==> src/rtl/bcd_addsub_serial.sv <==
// bcd_addsub_serial
// Digit-serial multi-digit BCD adder/subtractor. One digit slice is reused
// for every digit, LSD first. Subtraction adds the nine's complement of B
// plus one. A negative difference gets a second pass (FIX) that replaces
// the shadow result with its ten's complement, so the output is sign plus
// magnitude.
//
// Optional feature: define BCD_INPUT_CHECK_EN to check the operands for
// invalid digits (>9) when start is accepted. If any digit is invalid, err
// is set at DONE and result/carry/neg are forced to 0. When the macro is
// undefined, err is tied to 0.
//
// Ports:
//   clk    - system clock, rising edge
//   rst    - synchronous active-high reset
//   start  - operation request, accepted only while ready=1
//   op     - 0: A+B, 1: A-B (sampled with start)
//   a, b   - packed BCD operands, digit 0 in bits [3:0] (sampled with start)
//   ready  - high in IDLE
//   valid  - one-cycle pulse in DONE; result/flags are valid from then on
//   result - packed BCD result, held until the next valid
//   carry  - add overflow (A+B >= 10^DIGITS), 0 for subtract
//   neg    - subtract result negative (A < B), 0 for add
//   err    - invalid operand digit seen (BCD_INPUT_CHECK_EN only)
module bcd_addsub_serial #(
  parameter int DIGITS = 4
) (
  input  logic                clk,
  input  logic                rst,
  input  logic                start,
  input  logic                op,
  input  logic [4*DIGITS-1:0] a,
  input  logic [4*DIGITS-1:0] b,
  output logic                ready,
  output logic                valid,
  output logic [4*DIGITS-1:0] result,
  output logic                carry,
  output logic                neg,
  output logic                err
);

  localparam int W  = 4 * DIGITS;
  localparam int IW = (DIGITS > 1) ? $clog2(DIGITS) : 1;

  typedef enum logic [1:0] {IDLE, CALC, FIX, DONE} state_e;

  state_e          state_q, state_d;
  logic [W-1:0]    a_q, a_d, b_q, b_d;
  logic [W-1:0]    sh_q, sh_d;
  logic [W-1:0]    result_q, result_d;
  logic            op_q, op_d, c_q, c_d;
  logic            carry_q, carry_d, neg_q, neg_d;
  logic [IW-1:0]   idx_q, idx_d;
  logic            last_digit;

  // Digit slice signals
  logic [3:0] x, y, dig;
  logic [4:0] s;
  logic       cout;

`ifdef BCD_INPUT_CHECK_EN
  logic bad_q, bad_d, err_q, err_d;

  function automatic logic has_bad_digit(input logic [W-1:0] v);
    logic bad;
    bad = 1'b0;
    for (int i = 0; i < DIGITS; i++) begin
      if (v[4*i +: 4] > 4'd9) bad = 1'b1;
    end
    return bad;
  endfunction
`endif

  // Shared digit slice. In CALC it adds a_i to b_i or to (9 - b_i). In FIX it
  // computes (9 - r_i) + c. The operand registers shift right, so the
  // current digit is always in bits [3:0].
  always_comb begin
    // NOTE: every combinational output gets a default first; a path that
    // leaves one unassigned would infer a latch.
    x = a_q[3:0];
    y = op_q ? (4'd9 - b_q[3:0]) : b_q[3:0];
    if (state_q == FIX) begin
      x = 4'd9 - sh_q[3:0];
      y = 4'd0;
    end
    s    = {1'b0, x} + {1'b0, y} + {4'b0000, c_q};
    cout = (s > 5'd9);
    dig  = cout ? (s[3:0] + 4'd6) : s[3:0];
  end

  assign last_digit = (idx_q == IW'(DIGITS - 1));

  always_comb begin
    state_d  = state_q;
    a_d      = a_q;
    b_d      = b_q;
    sh_d     = sh_q;
    result_d = result_q;
    op_d     = op_q;
    c_d      = c_q;
    carry_d  = carry_q;
    neg_d    = neg_q;
    idx_d    = idx_q;
`ifdef BCD_INPUT_CHECK_EN
    bad_d    = bad_q;
    err_d    = err_q;
`endif

    case (state_q)
      IDLE: begin
        if (start) begin
          a_d     = a;
          b_d     = b;
          op_d    = op;
          c_d     = op;  // the +1 of the ten's complement of B
          idx_d   = '0;
          state_d = CALC;
`ifdef BCD_INPUT_CHECK_EN
          bad_d   = has_bad_digit(a) | has_bad_digit(b);
`endif
        end
      end

      CALC: begin
        // New digits enter at the top. After DIGITS shifts, the shadow
        // register holds the whole result in normal digit order.
        sh_d  = {dig, sh_q[W-1:4]};
        a_d   = a_q >> 4;
        b_d   = b_q >> 4;
        c_d   = cout;
        idx_d = idx_q + 1'b1;
        if (last_digit) begin
          if (!op_q || cout) begin
            result_d = sh_d;
            carry_d  = !op_q && cout;
            neg_d    = 1'b0;
            state_d  = DONE;
          end else begin
            // No final carry on subtract means A < B: negate the result
            idx_d   = '0;
            c_d     = 1'b1;
            state_d = FIX;
          end
        end
      end

      FIX: begin
        sh_d  = {dig, sh_q[W-1:4]};
        c_d   = cout;
        idx_d = idx_q + 1'b1;
        if (last_digit) begin
          result_d = sh_d;
          carry_d  = 1'b0;
          neg_d    = 1'b1;
          state_d  = DONE;
        end
      end

      DONE:    state_d = IDLE;
      default: state_d = IDLE;
    endcase

`ifdef BCD_INPUT_CHECK_EN
    // Applied on the edge that enters DONE, so it overrides the computed flags.
    if (state_d == DONE && state_q != DONE) begin
      err_d = bad_q;
      if (bad_q) begin
        result_d = '0;
        carry_d  = 1'b0;
        neg_d    = 1'b0;
      end
    end
`endif
  end

  always_ff @(posedge clk) begin
    // NOTE: all state uses non-blocking assignments so every register
    // samples its pre-edge value, whatever order the statements are in.
    if (rst) begin
      state_q  <= IDLE;
      a_q      <= '0;
      b_q      <= '0;
      sh_q     <= '0;
      result_q <= '0;
      op_q     <= 1'b0;
      c_q      <= 1'b0;
      carry_q  <= 1'b0;
      neg_q    <= 1'b0;
      idx_q    <= '0;
`ifdef BCD_INPUT_CHECK_EN
      bad_q    <= 1'b0;
      err_q    <= 1'b0;
`endif
    end else begin
      state_q  <= state_d;
      a_q      <= a_d;
      b_q      <= b_d;
      sh_q     <= sh_d;
      result_q <= result_d;
      op_q     <= op_d;
      c_q      <= c_d;
      carry_q  <= carry_d;
      neg_q    <= neg_d;
      idx_q    <= idx_d;
`ifdef BCD_INPUT_CHECK_EN
      bad_q    <= bad_d;
      err_q    <= err_d;
`endif
    end
  end

  assign ready  = (state_q == IDLE);
  assign valid  = (state_q == DONE);
  assign result = result_q;
  assign carry  = carry_q;
  assign neg    = neg_q;
`ifdef BCD_INPUT_CHECK_EN
  assign err    = err_q;
`else
  assign err    = 1'b0;
`endif

endmodule

==> config.mk <==
export PLATFORM = sky130hd
export DESIGN_NAME = bcd_addsub_serial
export DESIGN_NICKNAME = d
export VERILOG_FILES = /design/src/rtl/bcd_addsub_serial.sv
export SDC_FILE = /design/constraint.sdc
export NUM_CORES = 1
export LEC_CHECK = 0
export BUFFER_PORTS_ARGS = -buffer_cell sky130_fd_sc_hd__buf_2
export CAP_MARGIN = 20
export CELL_PAD_IN_SITES_DETAIL_PLACEMENT = 1
export CELL_PAD_IN_SITES_GLOBAL_PLACEMENT = 2
export CORE_MARGIN = 2
export CORE_UTILIZATION = 23
export CTS_CLUSTER_SIZE = 20
export DETAILED_ROUTE_END_ITERATION = 8
export GPL_TIMING_DRIVEN = 0
export PLACE_DENSITY = 0.66
export SETUP_SLACK_MARGIN = 0.2
export SYNTH_ARGS = -nofsm -noshare
export SYNTH_HDL_FRONTEND = slang
export SYNTH_SLANG_ARGS = --single-unit
export TNS_END_PERCENT = 20
==> constraint.sdc <==
create_clock -name clk -period 3.75 [get_ports clk]
set_input_delay 0.375 -clock clk [delete_from_list [all_inputs] [get_ports clk]]
set_output_delay 0.375 -clock clk [all_outputs]
set_load 0.05 [all_outputs]
==> out/metrics.cfg, run 1 <==
[run_status]
outcome=complete, no violations

[global_routing]
via_count_of_the_first_global_routing_pass=2977
met2_use_gr=0.2094
grt_first_pass_wirelength_mm=15.57
grt_start_max_net_pins=11
grt_usage=0.1266
grt_util_met1=0.1521
antenna_found_initial=0
globalRoute.totalOverflow=0
grt_use_met3=0.04163
grt-busiest-layer=met2

[layout]
fill_cells=1703
final_layout_size_suffix_gt1_frac=0.2337
ff_latch_area_sq_um=1446
multiInputGateArea_sq_um=1861
flow.area_growth_from_synthesis_pct=25.77
antennaDiodeCount=0
design.final.nets=493

[clocking]
tritoncts_clock_tree=built
hold_bufs_inserted_after_cts=0
largest_buffer_count_on_any_clock_path=2
clock-sinks=72
ctsHtreeMaxLevel=3
path_clk_slew_ns=0.05
cts_root_buf=clkbuf_16
insertion_delay_to_the_later_sink_of_the_worst_skew_pair_ns=0.34
numCtsBuffers=9

[place]
port-buffer-count=54
finalWeightedCongestion=0.8502
detailed_place_hpwl_mm=7.342
dpl_worst_slack_ns=-0.4880

[worst_setup_path]
worst_endpoint_data_arrival_time_ns=3.55
rrSetupSlack_ns=0.40
rr_startpoint=state_q[0]
worst_setup_path_end_kind=flop
critPathMaxStageDelay_ns=0.42
timing.critical_path.from_type=flop
critical_path_required_ns=3.94
worst_r2r_path_depth=16
startpoint=state_q[0]
crit_path_frequent_cell=inv_2
critical_path.slowest_cell=fa_2
crit_path_cell_trace=inv_2, ha_4, buf_6, o21ai_2, fa_2, inv_1, fa_2, xor2_2, inv_2, ha_1, inv_2, o32ai_4, o311a_4, clkbuf_4, o21ai_0, a21oi_1
critical_path.max_fanout=10
worstReg2RegEnd=result[7]
timing.setup.critical_path_class=reg -> reg

[yosys]
ys.warnings.count=0
count_of_flip_flops_with_a_built_in_enable_after_synthesis=0
syn_area_per_cell_sq_um=9.227
synth.ff_latch_count=72
yosys.cell_types.count=47
synth_flop_cell=dfxtp_1
synthesis.nets=422
synthArstFlopShare=0
synthesis.instances=371
synth.cell_area_sq_um=3423
synth_seq_area_share=0.4211

[timing]
rsz_0062_raised_after_global_routing=false
setup_viol=0
timing.final.crit_period_ns=3.352
max_freq_mhz=298.4
setup_ws_ns=0.3985
timing.max_slew.rel_slack=0.2906
total_neg_setup_slack_ns=0
post-route-period-util=0.8937
hold-worst-slack_ns=0.2734
maxSlewViolCount=0
timing_hold_violations_final=0
worst_slew_pin_slew_ns=1.053
finClkSkew_ns=0.005273

[power]
power-per-cell-area_nw_per_um2=1003
ir_drop_uv=408.0
power_leakage_nw=1.704

[die]
initial_core_util=0.2355
core_area_sq_um=14530
die_area_sq_um=15880
height_of_the_chip_microns=126
number_of_standard_cell_rows_in_the_floorplan=44
die_width_microns=126
io-pin-count=57

[drt]
drc=0
via_per_inst=4.582
dr_total_vias=2882
routedWlPerCell_microns=15.21
drc_marker_count_from_the_first_detailed_route_iteration=101
detailedRoute.firstPassIterationCount=4
drt.antenna.violating_nets=0
drt_wl_total_mm=9.567

[hold_path]
whs_path_depth=3
hold_path_end=a_q[12]
worstHoldPathType=in -> reg
hp-start=a[12]

[run]
number_of_maximum_capacitance_constraint_violations=0

==> cells in the final DEF (no fill, tap or decap), types with 3 or more instances in the layout <==
master     synthesis  routed
a211oi_1          30      30
a21oi_1           23      23
a22oi_1            9       9
buf_2              6      58
buf_4              1       7
clkbuf_1          19      20
clkbuf_16          0       9
clkbuf_8           0       3
dfxtp_1           72      70
ha_1              13      12
inv_1             12       8
inv_2              0       4
mux2i_1           39      39
nand2_1            5       5
nand2b_1           4       4
nand3_1           16      16
nor2_1            61      61
o21ai_0           18      14
o21ai_1            2       5
==> through the flow <==
step	util	power [mW]	instance area (sq um)	cells
detailed placement	0.2707	3.335	3934	609
floorplan	-	2.817	3433	371
global placement	0.2707	3.274	3934	609
finish	0.2962	4.320	4305	629
CTS	0.2941	4.312	4274	626
global route	0.2962	4.686	4305	629
==> cell usage after synthesis, drive strengths merged, types with 2 or more instances <==
master,number,area share
nand2,5,0.0055
a211oi,30,0.066
o21ai,20,0.029
nor3b,2,0.0044
a21o,2,0.0044
a22oi,9,0.020
a21oi,24,0.036
fa,2,0.012
o22ai,2,0.0037
xor2,3,0.0077
nor2b,2,0.0037
mux2i,39,0.11
o311a,2,0.0058
buf,9,0.015
mux2,3,0.011
inv,12,0.013
dfxtp,72,0.42
ha,13,0.048
o32ai,2,0.013
nor2,61,0.067
nand2b,4,0.0073
a311oi,2,0.0051
clkbuf,19,0.021
nand3,16,0.023
==> what timing repair did <==
item / 4_1_cts / 5_1_grt
pin swaps: 4 / 2
endpoints found under the setup margin: 24 / 22
resized for setup: 12 / 11
buffers inserted: 3 / 3
==> logic make-up after synthesis <==
family	count (synthesis)	synth area share
adders and majority gates	15	0.05921
AOI/OAI and AO/OA	100	0.2094
buffers and inverters	40	0.04934
and+or+nand+nor	97	0.1246
other	1	0.001095
muxes	42	0.1250
xor gates and xnor gates	4	0.01024
DFF	72	0.4211
==> per-layer routing <==
layer	routed length, microns	vias to the layer above
met5	0	-
met4	234	0
met3	450	16
met2	4583	64
met1	4299	1335
li1	-	1467
==> state kept, by name, indices dropped and copies added (netlist names) <==
register,flops
a_q,16
b_q,16
c_q,1
carry,1
idx_q,2
neg,1
op_q,1
result,16
sh_q,16
state_q,2
==> power breakdown <==
| group | leakage, nW | internal [mW] | switching [mW] | total (mW) |
|---|---|---|---|---|
| logic | 0.979 | 1.01 | 1.43 | 2.44 |
| registers | 0.590 | 0.959 | 0.115 | 1.07 |
| clock network | 0.135 | 0.495 | 0.310 | 0.805 |
| total | 1.70 | 2.47 | 1.85 | 4.32 |
==> final cells by class <==
cell class | count | area share
buffer | 28 | 0.03110
clock buffer | 14 | 0.06364
inverter | 12 | 0.01046
multi-input combinational | 259 | 0.4321
sequential | 72 | 0.3359
tap | 184 | 0.05347
timing repair buffer | 60 | 0.07323
==> worst max-delay path: cells and delay by family (launching register included) <==
kind                       cells  cell delay (ns)
AOI/OAI and AO/OA              5             0.93
xor gates and xnor gates       1             0.19
adders and majority gates      4             1.08
buffers and inverters          6             0.62
DFF                            1             0.38
==> worst max path at each step <==
stage | endpoint | slack, ns | cells after the start
2_1_floorplan | result[14] | 0.22 | 14
6_report | result[7] | 0.40 | 16
3_5_place_dp | result[14] | -0.49 | 15
5_1_grt | result[10] | 0.21 | 17
4_1_cts | result[7] | 0.23 | 17
3_3_place_gp | result[14] | -0.33 | 15
Note: power is estimated with default switching activity, not from simulation.
==> run 2: changes to the inputs <==
CELL_PAD_IN_SITES_DETAIL_PLACEMENT = 0   (was 1)
CELL_PAD_IN_SITES_GLOBAL_PLACEMENT = 1   (was 2)
PLACE_DENSITY = 0.57   (was 0.66)
clock period = 2.69 ns   (was 3.75 ns; I/O delays follow)
==> run 2 against run 1 <==
Effect of this change:
- sequential share of layout area is 1.9 points lower
- the flow now finishes with violations (setup timing)
- critical endpoint is now result[14]
- clock power grew 48%
- critical path type unchanged
- die area is the same
- combinational power rose by 59%
- register-to-register slack got worse by 0.83 ns
- maximum frequency increased by 7.3%
- power rose by 52%
- cell area rose by 6.2%
==> out/metrics.cfg, run 2 (synthesized netlist as in run 1, its figures left out) <==
[timing]
maxSlewViolCount=0
timing_hold_violations_final=0
setup_viol=24
timing.max_slew.rel_slack=0.2566
finClkSkew_ns=0.003960
rsz_0062_raised_after_global_routing=true
max_freq_mhz=320.1
setup_ws_ns=-0.4337
timing.final.crit_period_ns=3.124
worst_slew_pin_slew_ns=1.103
post-route-period-util=1.161
total_neg_setup_slack_ns=-9.088

[power]
ir_drop_uv=676.8
power.combinational.fraction=0.591
power-per-cell-area_nw_per_um2=1438
netSwitchingPower_mw=2.764
p_int_mw=3.811
power.share.switching=0.4204
p_clk_frac=0.180
power_leakage_nw=1.801
power_frac_seq=0.228

[clocking]
path_clk_slew_ns=0.05
numCtsBuffers=9
cts_root_buf=clkbuf_16
tritoncts_clock_tree=built
insertion_delay_to_the_later_sink_of_the_worst_skew_pair_ns=0.33
largest_buffer_count_on_any_clock_path=2
hold_bufs_inserted_after_cts=0
clock-sinks=72
ctsHtreeMaxLevel=3

[layout]
layout_common_cells=dfxtp_1, nor2_1, buf_2, mux2i_1, a211oi_1
layout_commonest_cell=dfxtp_1
final_design_area_no_fill_sq_um=4573
design.final.nets=505
flow.area_growth_from_synthesis_pct=33.59
fill_cells=1584
ff_latch_area_sq_um=1449
antennaDiodeCount=0
final_layout_size_suffix_gt1_frac=0.2991
multiInputGateArea_sq_um=1966
final_cell_count_no_fill=642
fin_util=0.3147

[global_routing]
met2_use_gr=0.1898
grt_usage=0.1178
globalRoute.totalOverflow=0
grt_util_met1=0.1530
grt_first_pass_wirelength_mm=14.78
via_count_of_the_first_global_routing_pass=2931
grt_use_met3=0.03696
antenna_found_initial=0
grt_start_max_net_pins=12
grt-busiest-layer=met2

[worst_setup_path]
critical_path.max_fanout=7
worst_endpoint_data_arrival_time_ns=3.37
critical_path.top_delay_family=adder cells
critical_path_required_ns=2.94
critPathMaxStageDelay_ns=0.47
timing.setup.critical_path_class=reg -> reg
crit_path_cell_trace=inv_4, ha_4, buf_8, nand2b_4, fa_2, inv_2, fa_2, inv_4, ha_4, nor2b_4, o32ai_4, o31ai_4, mux2_4, o32ai_2
critical_path.slowest_cell=fa_2
timing.critical_path.from_type=flop
buffer_and_inverter_count_on_the_worst_path=4
worst_setup_path_end_kind=flop

[drt]
routedWlPerCell_microns=14.57
drc=0
dr_total_vias=2885
drt_wl_total_mm=9.354
drt.antenna.violating_nets=0
detailedRoute.firstPassIterationCount=4
via_per_inst=4.494
drc_marker_count_from_the_first_detailed_route_iteration=96

[place]
port-buffer-count=54
finalWeightedCongestion=0.8075
detailed_place_hpwl_mm=6.870
dpl_worst_slack_ns=-0.8039
placed_cell_area_sq_um=4005
dp_cells=609

[die]
height_of_the_chip_microns=126
die_width_microns=126
number_of_standard_cell_rows_in_the_floorplan=44
core_area_sq_um=14530
die_area_sq_um=15880
initial_core_util=0.2355
io-pin-count=57

[run]
number_of_maximum_capacitance_constraint_violations=0

[run_status]
failed_checks=setup timing
outcome=complete, but fails checks

[hold_path]
worstHoldPathType=in -> reg

run 2: power by group through the flow:
stage | clock, mW | sequential [mW] | combinational (mW)
4_1_cts | 1.22 | 1.50 | 3.67
3_5_place_dp | 0 | 1.53 | 3.29
2_1_floorplan | 0 | 1.48 | 2.65
6_report | 1.19 | 1.50 | 3.89
3_3_place_gp | 0 | 1.52 | 3.24
5_1_grt | 1.27 | 1.54 | 4.21
run 2: layout make-up:
class	instances	share of cell area
clock inverters	2	0.002189
clock buffers	13	0.06375
multi-input cells	259	0.4298
flip-flops and latches	72	0.3168
inverters	12	0.01149
well taps	184	0.05034
repair buffers	72	0.09466
plain buffers	28	0.03092
run 2: path summary, 6_finish.rpt:
path	startpoint	endpoint	slack [ns]	cells past startpoint
worst max-delay path	state_q[0]	result[14]	-0.43	14
worst min-delay path	b[12]	b_q[12]	0.17	3
worst max register to register	state_q[0]	result[14]	-0.43	14
worst min register to register	result[4]	result[4]	0.46	2
run 2: metal layers:
layer	wire, microns	up-vias
met3	452	8
met1	4430	1314
met2	4368	74
met5	0	-
met4	102	0
li1	-	1489
run 2: worst register-to-register path: stages, from the launching register on:
cell and delay [ns]:
dfxtp_4 0.35, inv_4 0.04, ha_4 0.17, buf_8 0.14, nand2b_4 0.14, fa_2 0.36, inv_2 0.07, fa_2 0.47
inv_4 0.10, ha_4 0.12, nor2b_4 0.16, o32ai_4 0.14, o31ai_4 0.28, mux2_4 0.33, o32ai_2 0.18
run 2: repair_timing:
| action | 4_1_cts | 5_1_grt |
|---|---|---|
| buffers inserted | 13 | 3 |
| cloned | 2 | 0 |
| resized for setup | 29 | 8 |
| pin swaps | 19 | 6 |
| setup endpoints to repair | 24 | 24 |
run 2: through the flow:
stage	hold slack, ns	power (mW)
after CTS	0.1614	6.393
after floorplan	0.4165	4.127
after detailed placement	0.4676	4.816
after global routing	0.1614	7.014
after global placement	0.4634	4.755
final	0.1694	6.575
==> run 3: changes to the inputs <==
CELL_PAD_IN_SITES_DETAIL_PLACEMENT = unset   (was 0)
CELL_PAD_IN_SITES_GLOBAL_PLACEMENT = unset   (was 1)
PLACE_DENSITY = 0.48   (was 0.57)
==> run 3 against run 2 <==
Effect of this change:
- the run still ends with setup timing left
- combinational power barely moved
- sequential power about the same
- die area stayed put
- critical path depth is the same
- worst setup slack better by 0.013 ns
- sequential share of layout area shrank 0.53 points
- power increased by 2.9%
==> out/metrics.cfg, run 3 (synthesized netlist as in run 1, its figures left out) <==
[run_status]
outcome=complete, but fails checks
failed_checks=setup timing

[drt]
drt_wl_total_mm=9.128
detailedRoute.firstPassIterationCount=4
routedWlPerCell_microns=14.13
drc_marker_count_from_the_first_detailed_route_iteration=116
drc=0
drt.antenna.violating_nets=0
via_per_inst=4.557
dr_total_vias=2944

[timing]
post-route-period-util=1.156
timing.max_slew.rel_slack=0.4849
timing.final.crit_period_ns=3.111
finClkSkew_ns=0.006047
setup_ws_ns=-0.4205
setup_viol=24
worst_slew_pin_slew_ns=0.7727
timing_hold_violations_final=0
rsz_0062_raised_after_global_routing=true
maxSlewViolCount=0
max_freq_mhz=321.5

[clocking]
cts_root_buf=clkbuf_16
numCtsBuffers=9
path_clk_slew_ns=0.06
insertion_delay_to_the_later_sink_of_the_worst_skew_pair_ns=0.33
tritoncts_clock_tree=built
ctsHtreeMaxLevel=3
largest_buffer_count_on_any_clock_path=2
clock-sinks=72

[worst_setup_path]
rrSetupSlack_ns=-0.42
critical_path.max_fanout=5
rr_startpoint=state_q[0]
critical_path_required_ns=2.94
worst_endpoint_data_arrival_time_ns=3.36
critical_path.slowest_cell=fa_2
buffer_and_inverter_count_on_the_worst_path=4
worst_setup_path_end_kind=flop
worstReg2RegEnd=result[14]
startpoint=state_q[0]
timing.setup.critical_path_class=reg -> reg
critical_path.top_delay_family=adder cells
worstSetupPathDepth=14
timing.critical_path.from_type=flop
worst_r2r_path_depth=14
crit_path_cell_trace=inv_4, ha_4, buf_8, nand2b_4, fa_2, inv_2, fa_2, inv_2, ha_4, nor2b_4, o32ai_4, o31ai_4, mux2_4, o32ai_2
critPathMaxStageDelay_ns=0.45

[power]
ir_drop_uv=588.5
power_leakage_nw=1.836
power-per-cell-area_nw_per_um2=1457
power_mw=6.766

[die]
io-pin-count=57
height_of_the_chip_microns=126
die_width_microns=126
number_of_standard_cell_rows_in_the_floorplan=44
die_area_sq_um=15880
initial_core_util=0.2355
core_area_sq_um=14530

[global_routing]
grt_first_pass_wirelength_mm=14.83
grt_start_max_net_pins=13
globalRoute.totalOverflow=0
grt_usage=0.1177
via_count_of_the_first_global_routing_pass=2866
antenna_found_initial=0

[hold_path]
whs_path_depth=3
hp-start=b[12]
hold_path_end=b_q[12]
worstHoldPathType=in -> reg

[layout]
final_design_area_no_fill_sq_um=4643
antennaDiodeCount=0
fill_cells=1557
layout_commonest_cell=dfxtp_1
design.final.nets=509
final_layout_size_suffix_gt1_frac=0.3117
layout_common_cells=dfxtp_1, nor2_1, buf_2, mux2i_1, a211oi_1
flow.area_growth_from_synthesis_pct=35.64

[place]
detailed_place_hpwl_mm=6.697
port-buffer-count=54
finalWeightedCongestion=0.8293
placed_cell_area_sq_um=4005
dpl_worst_slack_ns=-0.7544

[run]
number_of_maximum_capacitance_constraint_violations=0

## run 3: changes by cell type in the layout (fill, tap and decap cells not counted), sizes merged
cell,change
buf,+3
bufinv,+3
clkbuf,-2
clkinv,-1
clkinvlp,+1
## run 3: routing by layer
layer / vias to the layer above / wire, microns / share of wire / global-route usage
met3: 12 / 437 / 0.048 / 0.03356
met5: - / 0 / 0 / 0
li1: 1498 / - / - / -
met1: 1359 / 4447 / 0.49 / 0.1517
met2: 75 / 4089 / 0.45 / 0.1898
met4: 0 / 154 / 0.017 / 0.03943
## run 3: how the worst max path moves through the flow
stage / end
after floorplan: result[14]
after global placement: result[14]
after detailed placement: result[14]
after CTS: result[9]
after global routing: result[14]
final: result[14]
## run 3: where the power goes
part	total (mW)	switching [mW]	internal, mW
registers	1.51	0.168	1.34
clock network	1.40	0.446	0.954
logic	3.86	2.13	1.73
total	6.77	2.75	4.02
## run 3: what timing repair did
action                     CTS  global route
pin swaps                   22            12
setup buffers               14             5
setup endpoints to repair   24            24
gates resized for setup     35             5
gates cloned                 2             0
hold buffers                 0             0
## run 3: worst register-to-register path: cells and delay by family, from the launching register on
kind,cells,cell delay (ns)
buffers and inverters,4,0.34
AOI/OAI and AO/OA,3,0.60
adders and majority gates,4,1.09
DFF,1,0.36
and+or+nand+nor,2,0.30
muxes,1,0.33
## run 3: area by class of cell
type / count / area [sq um] / area share
clock inverter: 5 / 102.6 / 0.02210
sequential: 72 / 1446 / 0.3115
tap: 184 / 230.2 / 0.04958
multi-input combinational: 259 / 1971 / 0.4244
buffer: 28 / 141.4 / 0.03045
timing repair buffer: 76 / 454.2 / 0.09782
inverter: 12 / 47.55 / 0.01024
clock buffer: 10 / 250.2 / 0.05389
## run 3: metrics by stage
stage	hold slack [ns]	util	TNS, ns	instances
after floorplan	0.4165	-	-6.554	371
after global placement	0.4625	0.2756	-13.69	609
after detailed placement	0.4636	0.2756	-15.06	609
after CTS	0.1624	0.3149	-9.919	640
after global routing	0.1769	0.3195	-12.59	646
final	0.1724	0.3195	-8.717	646
